<file path="config.mk">
export PLATFORM = sky130hd
export DESIGN_NAME = mini_alu_arbiter
export DESIGN_NICKNAME = d
export VERILOG_FILES = /design/src/rtl/mini_alu_pkg.sv /design/src/rtl/mini_alu_core.sv /design/src/rtl/mini_alu_arbiter.sv
export SDC_FILE = /design/constraint.sdc
export NUM_CORES = 1
export LEC_CHECK = 0
export BUFFER_PORTS_ARGS = -buffer_cell sky130_fd_sc_hd__clkbuf_2
export CAP_MARGIN = 40
export CELL_PAD_IN_SITES_DETAIL_PLACEMENT = 1
export CELL_PAD_IN_SITES_GLOBAL_PLACEMENT = 2
export CORE_MARGIN = 5
export CORE_UTILIZATION = 36
export CTS_BUF_LIST = sky130_fd_sc_hd__clkbuf_4
export DETAILED_ROUTE_END_ITERATION = 7
export GPL_TIMING_DRIVEN = 0
export PLACE_DENSITY = 0.92
export SKIP_LAST_GASP = 1
export SLEW_MARGIN = 20
export SYNTH_ARGS = -nofsm -noshare
export SYNTH_HDL_FRONTEND = slang
export SYNTH_SLANG_ARGS = --single-unit
</file>
<file path="constraint.sdc">
create_clock -name clk -period 4.9 [get_ports clk]
set_input_delay 0.245 -clock clk [delete_from_list [all_inputs] [get_ports clk]]
set_output_delay 0.245 -clock clk [all_outputs]
set_load 0.05 [all_outputs]
</file>
<file path="src/rtl/mini_alu_pkg.sv">
// Shared definitions for the two-requester mini-ALU arbiter.
// Latency: n/a (types and constants only).
// Backpressure: n/a.
package mini_alu_pkg;

    localparam int DEF_WIDTH = 16;
    localparam int DEF_CNT_W = 8;

    typedef enum logic [1:0] {
        OP_ADD = 2'b00,
        OP_SUB = 2'b01,
        OP_AND = 2'b10,
        OP_OR  = 2'b11
    } alu_op_e;

    typedef enum logic [1:0] {
        ST_IDLE = 2'd0,
        ST_EXEC = 2'd1,
        ST_DONE = 2'd2
    } arb_state_e;

endpackage

</file>
<file path="src/rtl/mini_alu_core.sv">
// Combinational mini-ALU: ADD/SUB/AND/OR with two's-complement signed overflow flag.
// Latency: 0 cycles (pure combinational).
// Backpressure: none; the caller registers the result.
// Ports: i_op operation, i_a/i_b operands, o_r result (mod 2^WIDTH), o_ovf signed overflow (ADD/SUB only).
module mini_alu_core
    import mini_alu_pkg::*;
#(
    parameter int WIDTH = DEF_WIDTH
) (
    input  alu_op_e          i_op,
    input  logic [WIDTH-1:0] i_a,
    input  logic [WIDTH-1:0] i_b,
    output logic [WIDTH-1:0] o_r,
    output logic             o_ovf
);

    localparam int MSB = WIDTH - 1;

    logic [WIDTH-1:0] w_sum;
    logic [WIDTH-1:0] w_diff;

    assign w_sum  = i_a + i_b;
    assign w_diff = i_a - i_b;

    always_comb begin
        o_r   = '0;
        o_ovf = 1'b0;
        case (i_op)
            OP_ADD: begin
                o_r   = w_sum;
                // Like-signed operands whose sum flips sign have overflowed.
                o_ovf = (i_a[MSB] == i_b[MSB]) && (w_sum[MSB] != i_a[MSB]);
            end
            OP_SUB: begin
                // Opposite-signed operands whose difference loses a's sign have overflowed.
                o_r   = w_diff;
                o_ovf = (i_a[MSB] != i_b[MSB]) && (w_diff[MSB] != i_a[MSB]);
            end
            OP_AND: o_r = i_a & i_b;
            OP_OR:  o_r = i_a | i_b;
            default: begin
                o_r   = '0;
                o_ovf = 1'b0;
            end
        endcase
    end

endmodule

</file>
<file path="src/rtl/mini_alu_arbiter.sv">
// Round-robin arbiter sharing one mini-ALU between two requesters, one op in flight, saturating overflow counter.
// Latency: accept edge k -> res_valid high after edge k+1; minimum issue interval 3 cycles.
// Backpressure: result held stable in DONE until res_ready; no request is accepted while an op is in flight.
// Ports: clk/rst_n; req{0,1}_valid/_ready/_op/_a/_b request ports; res_valid/_ready/_data/_ovf/_id result port;
//        ovf_cnt overflow event count, ovf_clr synchronous clear (wins over a same-edge increment).
module mini_alu_arbiter
    import mini_alu_pkg::*;
#(
    parameter int WIDTH = DEF_WIDTH,
    parameter int CNT_W = DEF_CNT_W
) (
    input  logic             clk,
    input  logic             rst_n,
    input  logic             req0_valid,
    output logic             req0_ready,
    input  logic [1:0]       req0_op,
    input  logic [WIDTH-1:0] req0_a,
    input  logic [WIDTH-1:0] req0_b,
    input  logic             req1_valid,
    output logic             req1_ready,
    input  logic [1:0]       req1_op,
    input  logic [WIDTH-1:0] req1_a,
    input  logic [WIDTH-1:0] req1_b,
    output logic             res_valid,
    input  logic             res_ready,
    output logic [WIDTH-1:0] res_data,
    output logic             res_ovf,
    output logic             res_id,
    output logic [CNT_W-1:0] ovf_cnt,
    input  logic             ovf_clr
);

    arb_state_e       r_state;
    arb_state_e       w_state_nxt;
    logic             r_last_grant;
    alu_op_e          r_op;
    logic [WIDTH-1:0] r_a;
    logic [WIDTH-1:0] r_b;
    logic [WIDTH-1:0] r_res_data;
    logic             r_res_ovf;
    logic             r_res_id;
    logic [CNT_W-1:0] r_ovf_cnt;

    logic             w_grant;
    logic             w_grant_id;
    logic [WIDTH-1:0] w_alu_r;
    logic             w_alu_ovf;

    // Winner: with both valid, the one not served last; otherwise the only valid one.
    always_comb begin
        if (req0_valid && req1_valid) begin
            w_grant_id = ~r_last_grant;
        end else begin
            w_grant_id = ~req0_valid;
        end
    end

    always_comb begin
        w_state_nxt = r_state;
        w_grant     = 1'b0;
        case (r_state)
            ST_IDLE: begin
                // rst_n gating keeps ready low while reset is asserted.
                if ((req0_valid || req1_valid) && rst_n) begin
                    w_grant     = 1'b1;
                    w_state_nxt = ST_EXEC;
                end
            end
            ST_EXEC: w_state_nxt = ST_DONE;
            ST_DONE: begin
                if (res_ready) begin
                    w_state_nxt = ST_IDLE;
                end
            end
            default: w_state_nxt = ST_IDLE;
        endcase
    end

    assign req0_ready = w_grant && !w_grant_id;
    assign req1_ready = w_grant && w_grant_id;

    mini_alu_core #(.WIDTH(WIDTH)) u_core (
        .i_op  (r_op),
        .i_a   (r_a),
        .i_b   (r_b),
        .o_r   (w_alu_r),
        .o_ovf (w_alu_ovf)
    );

    always_ff @(posedge clk or negedge rst_n) begin
        if (!rst_n) begin
            r_state <= ST_IDLE;
        end else begin
            r_state <= w_state_nxt;
        end
    end

    always_ff @(posedge clk or negedge rst_n) begin
        if (!rst_n) begin
            r_last_grant <= 1'b1;
            r_op         <= OP_ADD;
            r_a          <= '0;
            r_b          <= '0;
            r_res_id     <= 1'b0;
            r_res_data   <= '0;
            r_res_ovf    <= 1'b0;
        end else begin
            if (w_grant) begin
                r_op         <= alu_op_e'(w_grant_id ? req1_op : req0_op);
                r_a          <= w_grant_id ? req1_a : req0_a;
                r_b          <= w_grant_id ? req1_b : req0_b;
                r_res_id     <= w_grant_id;
                r_last_grant <= w_grant_id;
            end
            if (r_state == ST_EXEC) begin
                r_res_data <= w_alu_r;
                r_res_ovf  <= w_alu_ovf;
            end
        end
    end

    always_ff @(posedge clk or negedge rst_n) begin
        if (!rst_n) begin
            r_ovf_cnt <= '0;
        end else if (ovf_clr) begin
            r_ovf_cnt <= '0;
        end else if ((r_state == ST_EXEC) && w_alu_ovf && (r_ovf_cnt != {CNT_W{1'b1}})) begin
            r_ovf_cnt <= r_ovf_cnt + 1'b1;
        end
    end

    assign res_valid = (r_state == ST_DONE);
    assign res_data  = r_res_data;
    assign res_ovf   = r_res_ovf;
    assign res_id    = r_res_id;
    assign ovf_cnt   = r_ovf_cnt;

endmodule
</file>
==> flow_summary.json <==
{
  "h-tree-depth": 3,
  "overflow": 0,
  "drt_iter0_markers": 360,
  "path_buf_inv": 4,
  "end_kind": "output port",
  "drc": 0,
  "powerDensity_mw_per_mm2": 705,
  "die_h_um": 124,
  "fp.dieW_um": 124,
  "drt-wirelength-per-cell_um": 19.0,
  "worst_clock_skew_ns": 0.0273,
  "synthArstFlopShare": 1.00,
  "slowest_delay_ns": 0.58,
  "met1_usage": 0.293,
  "core-area_mm2": 0.0127,
  "rows": 41,
  "diodes": 0,
  "ys_seq_area_frac": 0.336,
  "path_max_fanout": 29,
  "synth-edff-count": 0,
  "port_buffers": 101,
  "initial_core_util": 0.369,
  "synth_cell_types": 60,
  "leakagePower_nw": 3.01,
  "synth_top_family_by_area": "compound AO/OA/AOI/OAI gates",
  "path_cells": "dlygate4sd3_1 -> clkbuf_4 -> nor3b_1 -> o21ai_0 -> a21oi_1 -> clkbuf_1 -> clkbuf_2",
  "min_path_cells": 3,
  "crit_type": "primary input to output port",
  "worstMarginPinSlew_ns": 0.697,
  "yosys_warnings": 0,
  "synthMuxAreaShare": 0.0320,
  "final_area_mm2": 0.00602,
  "io_pins": 103,
  "grt_usage": 0.226,
  "synth-compound-area-share": 0.232,
  "cts_buffers": 9,
  "drive_gt1_frac": 0.195,
  "clock_latency_ns": 0.46,
  "hpwl_um": 12700,
  "critPathLaunchType": "primary input",
  "synth_seq_cells": 63,
  "path_clk_slew_ns": 0.13,
  "area_growth_pct": 28.2,
  "hp-class": "primary input to flop",
  "ys.flop_type": "dfrtp_1",
  "setup_viol": 0,
  "holdWs_ns": 0.0204,
  "die_area_mm2": 0.0154,
  "layout_commonest_cell": "clkbuf_2",
  "met3_usage": 0.0395,
  "crit_cells": 7,
  "via_per_inst": 5.38,
  "syn_inst": 543,
  "first_pass_iters": 5,
  "layout_common_cells": "100 x clkbuf_2, 87 x inv_1, 62 x dfrtp_1",
  "max-cap-violations": 0,
  "slew_headroom": 0.535,
  "post_dp_cell_area_mm2": 0.00544,
  "maxSlewViolCount": 0,
  "grt_max_degree": 37,
  "fin_crit_sh": 0.726,
  "grt_pass1_wl_um": 26900,
  "max_clock_freq_mhz": 281,
  "synth-simple-area-share": 0.131,
  "rsz0062_at_grt": "false",
  "use_met2": 0.385,
  "syn_area_mm2": 0.00469,
  "grt_pass1_vias": 5160,
  "postRouteAntennaNets": 0,
  "status": "finished clean",
  "reg2regPathDepth": 11,
  "clockRootBuffer": "clkbuf_4",
  "path_delay_family": "buffers and inverters",
  "cts_resized": 0,
  "layout.nets": 822,
  "hold_viol": 0,
  "fin_util": 0.473,
  "crit_required_ns": 4.66,
  "totalWireLength_um": 16600,
  "clockBufferDepth": 2,
  "synth.net_count": 667,
  "vdd_ir_drop_max_mv": 0.235,
  "antenna_found_initial": 0,
  "grt-busiest-layer": "met2",
  "cp_slowest_cell": "a21oi_1",
  "setup_tns_ns": 0,
  "numClockSinks": 63,
  "synth_xor_area_frac": 0.0299,
  "min_period_ns": 3.56,
  "syn_area_per_cell_um2": 8.64,
  "cts_tree": "yes",
  "crit_arrival_ns": 3.31,
  "vias": 4711,
  "synthAdderAreaFrac": 0.137,
  "gp_congestion": 0.856
}
==> flip-flops by register name, summed over array words and instances, names as in the netlist <==
name / count
res_ovf: 1
r_state: 2
r_last_grant: 1
r_op: 2
r_b: 16
r_a: 16
res_data: 16
res_id: 1
ovf_cnt: 8
==> layout make-up <==
cell class | instances | area, um^2
Inverter | 87 | 327
Buffer | 33 | 150
Tap cell | 172 | 215
Fill cell | 1586 | 6710
Clock buffer | 10 | 75.1
Sequential cell | 63 | 1580
Timing Repair Buffer | 144 | 948
Multi-Input combinational cell | 360 | 2640
Clock inverter | 6 | 85.1
==> report_power, final <==
part / switching (mW) / internal [mW]
Combinational: 1.78 / 1.09
Sequential: 0.220 / 0.730
Clock: 0.213 / 0.210
Total: 2.21 / 2.03
==> through the flow <==
step | power [mW] | setup slack (ns) | cells
finish | 4.24 | 1.34 | 875
CTS | 4.23 | 1.41 | 874
global placement | 3.62 | 1.13 | 816
global route | 4.61 | 1.10 | 875
detailed placement | 3.73 | 1.69 | 817
floorplan | 2.94 | 2.13 | 543
==> routing by layer <==
| metal | part of all wire | up-vias |
|---|---|---|
| met4 | 0.014 | 0 |
| met5 | 0 | - |
| met2 | 0.48 | 126 |
| li1 | - | 2237 |
| met3 | 0.050 | 16 |
| met1 | 0.45 | 2332 |
==> cells in the mapped netlist (3+ instances only) <==
cell type / number / area [um^2]
buf_2: 3 / 15.0
nor3b_1: 3 / 22.5
nand2_1: 36 / 135
o21ai_0: 34 / 170
ha_1: 48 / 601
nor3_1: 5 / 25.0
buf_1: 5 / 18.8
a21o_1: 4 / 30.0
o31ai_1: 5 / 37.5
clkbuf_1: 22 / 82.6
nor2_1: 34 / 128
nand4_1: 6 / 37.5
nor2b_1: 5 / 31.3
buf_6: 3 / 33.8
xnor2_1: 12 / 105
o41ai_1: 3 / 26.3
a31oi_1: 7 / 43.8
and3_1: 3 / 18.8
a222oi_1: 34 / 340
inv_1: 87 / 327
or4_1: 4 / 30.0
dfrtp_1: 62 / 1550
o21bai_1: 4 / 30.0
mux2i_1: 9 / 90.1
a21oi_1: 37 / 185
xor2_1: 4 / 35.0
nand2b_1: 6 / 37.5
a211oi_1: 6 / 45.0
nand3_1: 13 / 65.1
==> worst paths after layout <==
| path | from | to | slack (ns) |
|---|---|---|---|
| max in group asynchronous | rst_n | r_last_grant$_DFFE_PN1P_ | 3.98 |
| hold reg to reg | res_data[5]$_DFFE_PN0N_ | res_data[5]$_DFFE_PN0N_ | 0.49 |
| hold / removal | req1_b[14] | r_b[14]$_DFFE_PN0P_ | 0.02 |
| setup reg to reg | r_a[1]$_DFFE_PN0P_ | ovf_cnt[6]$_DFFE_PN0P_ | 1.68 |
| setup / recovery | rst_n | req1_ready | 1.34 |
| min in group asynchronous | rst_n | r_op[0]$_DFFE_PN0P_ | 0.29 |
==> cells by family (layout without fill, tap and decap cells) <==
| kind of cell | after synthesis | count (layout) |
|---|---|---|
| AO/OA/AOI/OAI | 155 | 155 |
| flip-flops | 63 | 63 |
| buffers and inverters | 120 | 280 |
| multiplexers | 13 | 13 |
| XOR/XNOR | 16 | 16 |
| adder cells (fa/ha/maj) | 50 | 50 |
| AND/OR/NAND/NOR | 126 | 126 |
==> what timing repair did <==
action	CTS	global route
hold endpoints to repair	59	1
setup buffers	0	0
hold buffers	41	1
==> worst min-delay path, delay by kind of cell <==
kind            cells  cell delay (ns)
buf+inv             2             0.14
compound gates      1             0.08
(Power assumes the default switching activity.)
